[src/rtl/decoder_ingress_scheduler_pkg.sv]
// Shared types and defaults for the two-source decoder ingress scheduler.
package decoder_ingress_scheduler_pkg;

  localparam int unsigned DATA_W          = 32;
  localparam int unsigned WCNT_W          = 15;
  localparam int unsigned TIMEOUT_CYC_DEF = 1024;
  localparam int unsigned MAX_WORDS_DEF   = 16384;

  typedef enum logic [2:0] {
    ST_IDLE     = 3'd0,
    ST_STREAM   = 3'd1,
    ST_WAIT_FIN = 3'd2,
    ST_FLUSH    = 3'd3,
    ST_REPORT   = 3'd4
  } state_e;

  typedef enum logic [1:0] {
    ERR_NONE     = 2'b00,
    ERR_UNDERRUN = 2'b01,
    ERR_TIMEOUT  = 2'b10,
    ERR_OVERSIZE = 2'b11
  } res_err_e;

endpackage

[src/rtl/decoder_ingress_scheduler_rr_arb2.sv]
// Two-way round-robin arbiter: the source not granted last wins a tie.
module decoder_ingress_scheduler_rr_arb2 (
  input  logic       clk,
  input  logic       reset,
  input  logic [1:0] req,
  input  logic       upd,
  input  logic       upd_src,
  output logic       gnt_valid_c,
  output logic       gnt_src_c
);

  logic last_src;

  // Reset to "source 1 went last" so source 0 wins the first tie.
  always_ff @(posedge clk) begin
    if (reset) begin
      last_src <= 1'b1;
    end else if (upd) begin
      last_src <= upd_src;
    end
  end

  always_comb begin
    gnt_valid_c = |req;
    gnt_src_c   = 1'b0;
    if (req == 2'b11) begin
      gnt_src_c = ~last_src;
    end else begin
      gnt_src_c = req[1];
    end
  end

endmodule

[src/rtl/decoder_ingress_scheduler.sv]
// Grants one of two IPv4 frame sources at a time to a shared decoder and
// reports the per-frame decode result or the error that aborted it.
module decoder_ingress_scheduler
  import decoder_ingress_scheduler_pkg::*;
#(
  parameter int unsigned TIMEOUT_CYC = TIMEOUT_CYC_DEF,
  parameter int unsigned MAX_WORDS   = MAX_WORDS_DEF
) (
  input  logic              clk,
  input  logic              reset,
  input  logic [1:0]        s_valid,
  input  logic [DATA_W-1:0] s_data0,
  input  logic [DATA_W-1:0] s_data1,
  input  logic [1:0]        s_last,
  output logic [1:0]        s_ready,
  output logic [DATA_W-1:0] dec_data,
  output logic              dec_start,
  output logic              dec_rst,
  input  logic              dec_ok,
  input  logic              dec_fin,
  output logic              res_valid,
  output logic              res_src,
  output logic              res_ok,
  output logic [1:0]        res_err
);

  localparam int unsigned       TCNT_W    = $clog2(TIMEOUT_CYC + 1);
  localparam logic [WCNT_W-1:0] MAX_WCNT  = WCNT_W'(MAX_WORDS);
  localparam logic [TCNT_W-1:0] TCNT_LAST = TCNT_W'(TIMEOUT_CYC - 1);

  state_e            state;
  logic              gnt_src;
  logic [WCNT_W-1:0] wcnt;
  logic [TCNT_W-1:0] tcnt;
  logic              fin_seen;
  logic              ok_seen;
  res_err_e          err_q;

  logic              arb_valid;
  logic              arb_src;
  logic              report_upd;
  logic              accept;
  logic              cur_last;
  logic [DATA_W-1:0] cur_data;
  logic [WCNT_W-1:0] wcnt_inc;
  logic              oversize;

  assign report_upd = (state == ST_REPORT);
  assign accept     = s_valid[gnt_src] & s_ready[gnt_src];
  assign cur_last   = s_last[gnt_src];
  assign cur_data   = gnt_src ? s_data1 : s_data0;
  assign wcnt_inc   = wcnt + WCNT_W'(1);
  assign oversize   = (wcnt_inc > MAX_WCNT);

  decoder_ingress_scheduler_rr_arb2 u_rr_arb2 (
    .clk         (clk),
    .reset       (reset),
    .req         (s_valid),
    .upd         (report_upd),
    .upd_src     (gnt_src),
    .gnt_valid_c (arb_valid),
    .gnt_src_c   (arb_src)
  );

  always_ff @(posedge clk) begin
    if (reset) begin
      state     <= ST_IDLE;
      gnt_src   <= 1'b0;
      wcnt      <= '0;
      tcnt      <= '0;
      fin_seen  <= 1'b0;
      ok_seen   <= 1'b0;
      err_q     <= ERR_NONE;
      s_ready   <= 2'b00;
      dec_data  <= '0;
      dec_start <= 1'b0;
      dec_rst   <= 1'b1;
      res_valid <= 1'b0;
      res_src   <= 1'b0;
      res_ok    <= 1'b0;
      res_err   <= ERR_NONE;
    end else begin
      dec_start <= 1'b0;
      dec_rst   <= 1'b0;
      res_valid <= 1'b0;
      unique case (state)
        ST_IDLE: begin
          if (arb_valid) begin
            state    <= ST_STREAM;
            gnt_src  <= arb_src;
            s_ready  <= arb_src ? 2'b10 : 2'b01;
            wcnt     <= '0;
            fin_seen <= 1'b0;
            ok_seen  <= 1'b0;
            err_q    <= ERR_NONE;
          end
        end

        ST_STREAM: begin
          // A fin that arrives while words are still flowing is held for the report.
          if (dec_fin && !fin_seen) begin
            fin_seen <= 1'b1;
            ok_seen  <= dec_ok;
          end
          if (accept) begin
            wcnt <= wcnt_inc;
            if (oversize) begin
              err_q   <= ERR_OVERSIZE;
              s_ready <= 2'b00;
              dec_rst <= 1'b1;
              state   <= ST_FLUSH;
            end else begin
              dec_data  <= cur_data;
              dec_start <= (wcnt == '0);
              if (cur_last) begin
                s_ready <= 2'b00;
                tcnt    <= '0;
                if (fin_seen || dec_fin) begin
                  state     <= ST_REPORT;
                  res_valid <= 1'b1;
                  res_src   <= gnt_src;
                  res_ok    <= fin_seen ? ok_seen : dec_ok;
                  res_err   <= ERR_NONE;
                end else begin
                  state <= ST_WAIT_FIN;
                end
              end
            end
          end else if (wcnt != '0) begin
            err_q   <= ERR_UNDERRUN;
            s_ready <= 2'b00;
            dec_rst <= 1'b1;
            state   <= ST_FLUSH;
          end
        end

        ST_WAIT_FIN: begin
          // fin on the expiry cycle still counts as a normal finish.
          if (dec_fin) begin
            state     <= ST_REPORT;
            res_valid <= 1'b1;
            res_src   <= gnt_src;
            res_ok    <= dec_ok;
            res_err   <= ERR_NONE;
          end else if (tcnt == TCNT_LAST) begin
            err_q   <= ERR_TIMEOUT;
            dec_rst <= 1'b1;
            state   <= ST_FLUSH;
          end else begin
            tcnt <= tcnt + TCNT_W'(1);
          end
        end

        ST_FLUSH: begin
          state     <= ST_REPORT;
          res_valid <= 1'b1;
          res_src   <= gnt_src;
          res_ok    <= 1'b0;
          res_err   <= err_q;
        end

        ST_REPORT: begin
          state <= ST_IDLE;
        end

        default: begin
          state   <= ST_IDLE;
          s_ready <= 2'b00;
        end
      endcase
    end
  end

endmodule

[config.mk]
export PLATFORM = sky130hd
export DESIGN_NAME = decoder_ingress_scheduler
export DESIGN_NICKNAME = d
export VERILOG_FILES = /design/src/rtl/decoder_ingress_scheduler_pkg.sv /design/src/rtl/decoder_ingress_scheduler_rr_arb2.sv /design/src/rtl/decoder_ingress_scheduler.sv
export SDC_FILE = /design/constraint.sdc
export NUM_CORES = 1
export LEC_CHECK = 0
export CAP_MARGIN = 20
export CELL_PAD_IN_SITES_DETAIL_PLACEMENT = 0
export CELL_PAD_IN_SITES_GLOBAL_PLACEMENT = 1
export CORE_MARGIN = 2
export CORE_UTILIZATION = 38
export DETAILED_ROUTE_END_ITERATION = 10
export GPL_ROUTABILITY_DRIVEN = 0
export PLACE_DENSITY = 0.93
export SYNTH_ARGS = -nofsm -noshare
export SYNTH_HDL_FRONTEND = slang
export SYNTH_SLANG_ARGS = --single-unit
[constraint.sdc]
create_clock -name clk -period 4.35 [get_ports clk]
set_input_delay 0.6525 -clock clk [delete_from_list [all_inputs] [get_ports clk]]
set_output_delay 0.6525 -clock clk [all_outputs]
set_load 0.01 [all_outputs]
==> summary.txt, run 1 <==
Yosys
  • Synth Area in Adders: less than 1%
  • Number of synthesized flops with an enable pin: 0
  • Synth area leaders: dfxtp_1 (38%), mux2i_1 (9.0%), nor2_1 (6.9%)
  • Post-synthesis xor/xnor area fraction: under 10%
  • Synth warn: 0
  • Synth unique cells: 60
  • Cell taking the most area after synthesis: dfxtp_1
  • Synthesized area per cell: roughly 8.7 um2
  • Post-synth top area share: between 30% and 40%
  • Ys async rst share: 0%
  • Main synth FF type: dfxtp_1
  • Synth Area in Compound Gates: a little under a quarter
  • Area share of and/or/nand/nor cells after synthesis: 22.0%
  • Mux cell area share after synthesis: approximately a tenth
  • Synth Instances: between 400 and 500
  • Mapped Area: between 3000 and 4000 um2
  • Sequential share of the synthesized area: 38.0%
  • Synthesis-stage register bit count: 76
  • Syn_nets: between 500 and 600
  • Largest family of logic cells by synthesized area: compound AO/OA/AOI/OAI gates

Cells and area
  • Leading cell type in the layout, fill and taps excluded: clkdlybuf4s50_1
  • Fin area: around 5400 um2
  • Nets: approximately 630
  • Layout cells sized above 1: roughly 11%
  • Fin cells: 697
  • Most frequent cells in the layout: clkdlybuf4s50_1 (111), dfxtp_1 (75), nor2_1 (74), mux2i_1 (36), a21oi_1 (33)
  • Area growth from synthesis to layout: 35.1%
  • Fill cell count: 966
  • N_diodes: 0

Placed design
  • DP Cell Count: around 700
  • Port Buffer Count: between 100 and 150
  • Hpwl dp: ~7.7 mm
  • Dpl cell area: 5170 um2

CTS
  • TritonCTS clock tree: built
  • Clk buf depth: 2
  • Post-CTS Setup Bufs: 0
  • Clock Latency Late Sink: between 0.3 and 0.4 ns
  • Post-CTS sizing: 0
  • CTS Hold Bufs: 0
  • Clock slew at reported path FFs: about 0.090 ns
  • H-tree Lvls: 3
  • Total CTS buffers: 9
  • Clk root buf: clkbuf_8
  • CTS sink cnt: between 70 and 80

Setup path
  • CP Class: in -> reg
  • CP Launch Type: input pin
  • Worst Reg-to-Reg Cells: 7
  • Critical-path maximum fanout: 20
  • Slowest CP cell: o31ai_4
  • CP required: around 4.6 ns
  • Crit-path cells: clkdlybuf4s50_1 > nand2_1 > o21ai_0 > nand2_1 > buf_4 > o31ai_4 > nand4b_4 > mux2_2
  • Critical path arrival: ~3.5 ns
  • Crit-path max cell delay: approximately 0.68 ns
  • CP Capture Type: register
  • R2R setup slack: around 1.3 ns
  • RR Startpoint: wcnt[7]$_SDFFE_PP0P_
  • FF-to-FF End: err_q[0]$_SDFFE_PP0P_
  • Most frequent CP cell: nand2_1

Floorplan
  • Floorplan core area: roughly 10000 um2
  • DIE HEIGHT: 107 um
  • Initial Util: roughly two fifths
  • Die width: approximately 110 um
  • I/O pin count: around 110
  • Cell row count: 37
  • Full die area: roughly 11000 um2

Outcome
  • Run status: finished clean

Min path
  • Hold path start: tcnt[10]$_SDFFE_PP0P_
  • Worst hold path type: reg -> reg
  • Hold path depth: 2
  • Worst Hold Endpoint: tcnt[10]$_SDFFE_PP0P_

Timing
  • Setup violators final: 0
  • Unrepaired setup endpoints after global routing: no
  • Final Hold Fails: 0
  • Worst hold slack: roughly 0.46 ns
  • Least-Margin Pin Slew: around 0.89 ns
  • Achievable Freq: 0.307 GHz
  • Clock skew: roughly 0.013 ns
  • Slew Limit Fails: 0
  • Tmin final: ~3.3 ns
  • Relative slew margins: approximately 40%
  • Fin Setup TNS: 0 ns
  • Final worst-path cycle share: between 70 and 80%

Global route
  • Vias in the first global route: 3331
  • Largest net degree at the start of global routing: 52
  • Initial antenna violation count: 0
  • GR Overflow Total: 0
  • First-pass GRT wire length: ~16 mm
  • GRT Overall Usage: around 18%

Job
  • Max-cap violations: 0

Route
  • Total routed wirelength: between 10 and 15 mm
  • DRC violations left: 0
  • Initial drt markers: between 200 and 250
  • Via density: 5.36
  • Routed len/inst: roughly 15 um
  • Post-route ant nets: 0
  • Via count: between 3000 and 4000
  • Drt first pass iters: 5

Pwr
  • Pwr dens: ~410 nW/um2
  • Worst IR Drop VDD: ~0.18 mV
  • Pleak: ~1.8 nW
Yosys cell counts, drive strengths merged (3+ instances only):
| master | instances |
|---|---|
| xnor2 | 4 |
| mux2i | 36 |
| clkbuf | 15 |
| inv | 9 |
| and3 | 3 |
| nand3 | 18 |
| nor3b | 3 |
| a22o | 3 |
| nor3 | 10 |
| buf | 17 |
| nand2b | 7 |
| nor4 | 5 |
| a31oi | 6 |
| o21ai | 24 |
| nor2 | 76 |
| or3 | 3 |
| ha | 3 |
| a21oi | 33 |
| nand4 | 8 |
| a311oi | 9 |
| dfxtp | 76 |
| a211oi | 36 |
| nand4b | 3 |
| nor2b | 4 |
| nand2 | 25 |
routing by layer:
layer / part of all wire, % / up-vias / wire length, um / track usage, %
met2: 49 / 138 / 5130 / 30.5
met5: 0 / - / 0 / 0
met1: 44 / 1721 / 4560 / 21.8
li1: - / 1869 / - / -
met4: 0.75 / 0 / 78 / 3.71
met3: 6.6 / 9 / 687 / 4.68
flip-flops by register name, summed over array words and instances (netlist names):
signal and flops:
dec_data 32, dec_rst 1, dec_start 1, err_q 2, fin_seen 1, gnt_src 1
ok_seen 1, res_err 2, res_ok 1, res_src 1, res_valid 1, s_ready 2
state 3, tcnt 11, u_rr_arb2.last_src 1, wcnt 15
logic make-up after synthesis:
| kind of cell | after synthesis |
|---|---|
| buf+inv | 41 |
| xor+xnor | 5 |
| fa+ha+maj | 3 |
| mux | 38 |
| flops | 76 |
| simple gates | 170 |
| compound gates | 125 |
final cells by class:
cell class,instances,area (um2),area share (%)
Inverter,9,33.8,0.625
Timing Repair Buffer,119,1180,21.9
Tap cell,136,170,3.15
Clock inverter,7,105,1.95
Clock buffer,9,124,2.29
Sequential cell,76,1520,28.2
Multi-Input combinational cell,341,2260,41.9
metrics by stage:
stage / utilization (%) / setup slack [ns] / total power, mW
final: 52.6 / 1.09 / 2.23
after detailed placement: 50.3 / 0.819 / 1.62
after CTS: 52.6 / 1.15 / 2.25
after floorplan: - / 2.11 / 1.33
after global placement: 50.3 / 0.870 / 1.61
after global routing: 52.6 / 0.808 / 2.35
power breakdown:
group / switching (mW) / internal, mW
Clock: 0.284 / 0.333
Sequential: 0.0636 / 0.773
Combinational: 0.412 / 0.361
worst max-delay path by stage:
stage / from / endpoint / slack (ns) / cells past startpoint
global placement: s_valid[0] / err_q[0]$_SDFFE_PP0P_ / 0.87 / 8
finish: s_valid[0] / err_q[0]$_SDFFE_PP0P_ / 1.09 / 8
floorplan: wcnt[9]$_SDFFE_PP0P_ / res_err[0]$_SDFFE_PP0P_ / 2.11 / 8
CTS: s_valid[0] / err_q[0]$_SDFFE_PP0P_ / 1.15 / 8
detailed placement: s_valid[0] / err_q[0]$_SDFFE_PP0P_ / 0.82 / 8
global route: s_valid[0] / dec_data[10]$_SDFFE_PP0P_ / 0.81 / 9
worst max-delay path, delay by kind of cell:
family	cells	cell delay (ns)
AO/OA/AOI/OAI	2	1.21
buffers and inverters	2	0.77
multiplexers	1	0.35
AND/OR/NAND/NOR	3	0.51
Power figures use the tool's default switching activity.
==> run 2, diff against run 1 <==
Settings changed: CORE_UTILIZATION 38 to 32, PLACE_DENSITY 0.93 to 0.85.
Clock period 4.35 ns to 2.8 ns, I/O delays scaled along.
==> run 2 against run 1 <==
Worst setup slack lost 0.88 ns. Largest power group unchanged. First-iteration DRC count shrank 30%. Critical endpoint is now dec_data[0]$_SDFFE_PP0P_. Sequential share of layout area shrank 0.96 points. Largest cell class unchanged. Non-clock buffer count grew 9.
==> summary.txt, run 2 (synthesis results as in run 1) <==
Cells and area
  • Most frequent cells in the layout: clkdlybuf4s50_1 (111), dfxtp_1 (75), nor2_1 (74), mux2i_1 (36), a21oi_1 (33) (unchanged)
  • N_diodes: 0 (unchanged)
  • Layout cells sized above 1: 12.3% (was 10.9%)
  • Regs by FF count: dec_data (32), wcnt (15), tcnt (11) (unchanged)
  • Area growth from synthesis to layout: 39.8% (was 35.1%)
  • Fin cells: 738 (was 697)
  • Leading cell type in the layout, fill and taps excluded: clkdlybuf4s50_1 (unchanged)
  • Largest register FFs: 32 (unchanged)
  • Nets: 640 (was 631)
  • Most flop-heavy register: dec_data (unchanged)

CTS
  • Clock Latency Late Sink: 0.34 ns (was 0.35 ns)
  • Clk root buf: clkbuf_16 (was clkbuf_8)
  • CTS sink cnt: 76 (unchanged)
  • H-tree Lvls: 3 (unchanged)
  • Clock slew at reported path FFs: 0.06 ns (was 0.09 ns)
  • Total CTS buffers: 9 (unchanged)
  • Clk buf depth: 2 (unchanged)
  • Post-CTS Setup Bufs: 0 (unchanged)
  • CTS Hold Bufs: 0 (unchanged)
  • Post-CTS sizing: 0 (unchanged)
  • TritonCTS clock tree: built (unchanged)

Route
  • Drt first pass iters: 4 (was 5)
  • Post-route ant nets: 0 (unchanged)
  • Initial drt markers: 166 (was 236)
  • DRC violations left: 0 (unchanged)
  • Routed len/inst: 14.8 um (was 15.0 um)
  • Total routed wirelength: 10.9 mm (was 10.5 mm)
  • Via density: 5.06 (was 5.36)
  • Via count: 3737 (unchanged)

Timing
  • Fin Setup TNS: 0 ns (unchanged)
  • Tmin final: 2.59 ns
  • Slew Limit Fails: 0 (unchanged)
  • Clock skew: 0.00350 ns (was 0.0134 ns)
  • Achievable Freq: approximately 0.39 GHz
  • Setup violators final: 0 (unchanged)
  • Final Hold Fails: 0 (unchanged)
  • Least-Margin Pin Slew: 0.667 ns (was 0.894 ns)
  • Unrepaired setup endpoints after global routing: no (unchanged)
  • Relative slew margins: 55.5% (was 40.4%)
  • Final worst-path cycle share: approximately 90%

Setup path
  • CP required: 3.05 ns (was 4.58 ns)
  • Critical path arrival: 2.84 ns (was 3.49 ns)
  • CP Launch Type: register (was input pin)
  • Critical-path maximum fanout: 65 (was 20)
  • CP Capture Type: register (unchanged)
  • CP Class: reg -> reg (was in -> reg)

Floorplan
  • Full die area: 13400 um2 (was 11400 um2)
  • Initial Util: 33.0% (was 38.9%)
  • Die width: 116 um (was 107 um)
  • I/O pin count: 113 (unchanged)
  • DIE HEIGHT: 116 um (was 107 um)
  • Cell row count: 40 (was 37)
  • Floorplan core area: 12100 um2 (was 10300 um2)

Outcome
  • Run status: finished clean (unchanged)

Placed design
  • DP Cell Count: 722 (was 681)
  • Hpwl dp: 8.03 mm (was 7.66 mm)
  • Port Buffer Count: 112 (unchanged)

Global route
  • First-pass GRT wire length: 17.8 mm (was 16.2 mm)
  • Largest net degree at the start of global routing: 66 (was 52)
  • Initial antenna violation count: 0 (unchanged)
  • GR Overflow Total: 0 (unchanged)
  • GRT Overall Usage: 16.8% (was 17.6%)
  • Vias in the first global route: 3707 (was 3331)

Job
  • Max-cap violations: 0 (unchanged)

Pwr
  • Pwr dens: 666 nW/um2 (was 412 nW/um2)
  • Worst IR Drop VDD: 0.324 mV (was 0.179 mV)
  • Pleak: 1.84 nW (was 1.76 nW)

Min path
  • Worst hold path type: reg -> reg (unchanged)
==> run 2: cell types whose count changed in the layout (fill, tap and decap cells not counted), sizes merged <==
cell | before | now
clkinv | 0 | 1
clkinvlp | 1 | 2
buf | 8 | 17
clkbuf | 9 | 11
bufinv | 2 | 1
inv | 13 | 10
==> run 2: cell type report <==
class	instances	area, um2
multi-input cells	341	2260
clock buffers	11	253
fillers	1217	6520
flip-flops and latches	76	1520
clock inverters	5	58.8
repair buffers	128	1250
inverters	9	33.8
well taps	168	210
==> run 2: report_power, final <==
group | switching, mW | leakage, nW | internal [mW]
logic | 0.642 | 1.07 | 0.582
registers | 0.106 | 0.615 | 1.20
clock network | 0.452 | 0.148 | 0.739
total | 1.20 | 1.84 | 2.52
==> run 2: through the flow <==
step / cell area [um2] / utilization [%] / setup slack (ns) / total power, mW / hold WS (ns)
2_1_floorplan: 4000 / - / 0.559 / 2.07 / 0.427
3_3_place_gp: 5280 / 43.6 / 0.302 / 2.53 / 0.439
3_5_place_dp: 5280 / 43.6 / 0.234 / 2.55 / 0.443
4_1_cts: 5590 / 46.2 / 0.200 / 3.76 / 0.456
5_1_grt: 5590 / 46.2 / 0.00151 / 3.94 / 0.478
6_report: 5590 / 46.2 / 0.210 / 3.72 / 0.455
==> run 2: final timing paths <==
path	from	endpoint	slack, ns	depth (start not counted)
max	wcnt[2]$_SDFFE_PP0P_	dec_data[0]$_SDFFE_PP0P_	0.21	8
min	tcnt[10]$_SDFFE_PP0P_	tcnt[10]$_SDFFE_PP0P_	0.45	2
max reg2reg	wcnt[2]$_SDFFE_PP0P_	dec_data[0]$_SDFFE_PP0P_	0.21	8
min reg2reg	tcnt[10]$_SDFFE_PP0P_	tcnt[10]$_SDFFE_PP0P_	0.45	2
==> run 2: critical path, cell delays in order (launching register included) <==
cell and delay [ns]:
dfxtp_1 0.51, nand4_2 0.22, nor4_1 0.30, xnor2_1 0.21
nand4_2 0.25, o31ai_4 0.36, buf_12 0.32, nor2_1 0.09
a211oi_2 0.22
==> run 2: metal layers <==
metal  global-route usage [%]  share of wire, %  vias to the layer above
li1                         -                 -                     1887
met2                     29.4                50                      109
met1                     19.9                43                     1725
met5                        0                 0                        -
met4                     6.59               1.5                        0
met3                     4.18               5.5                       16
==> run 3, diff against run 2 <==
Settings changed: ABC_CLOCK_PERIOD_IN_PS from default to 2800.
==> results of run 3 <==
Same layout as run 2: the final DEF is identical, and so are final timing and power.
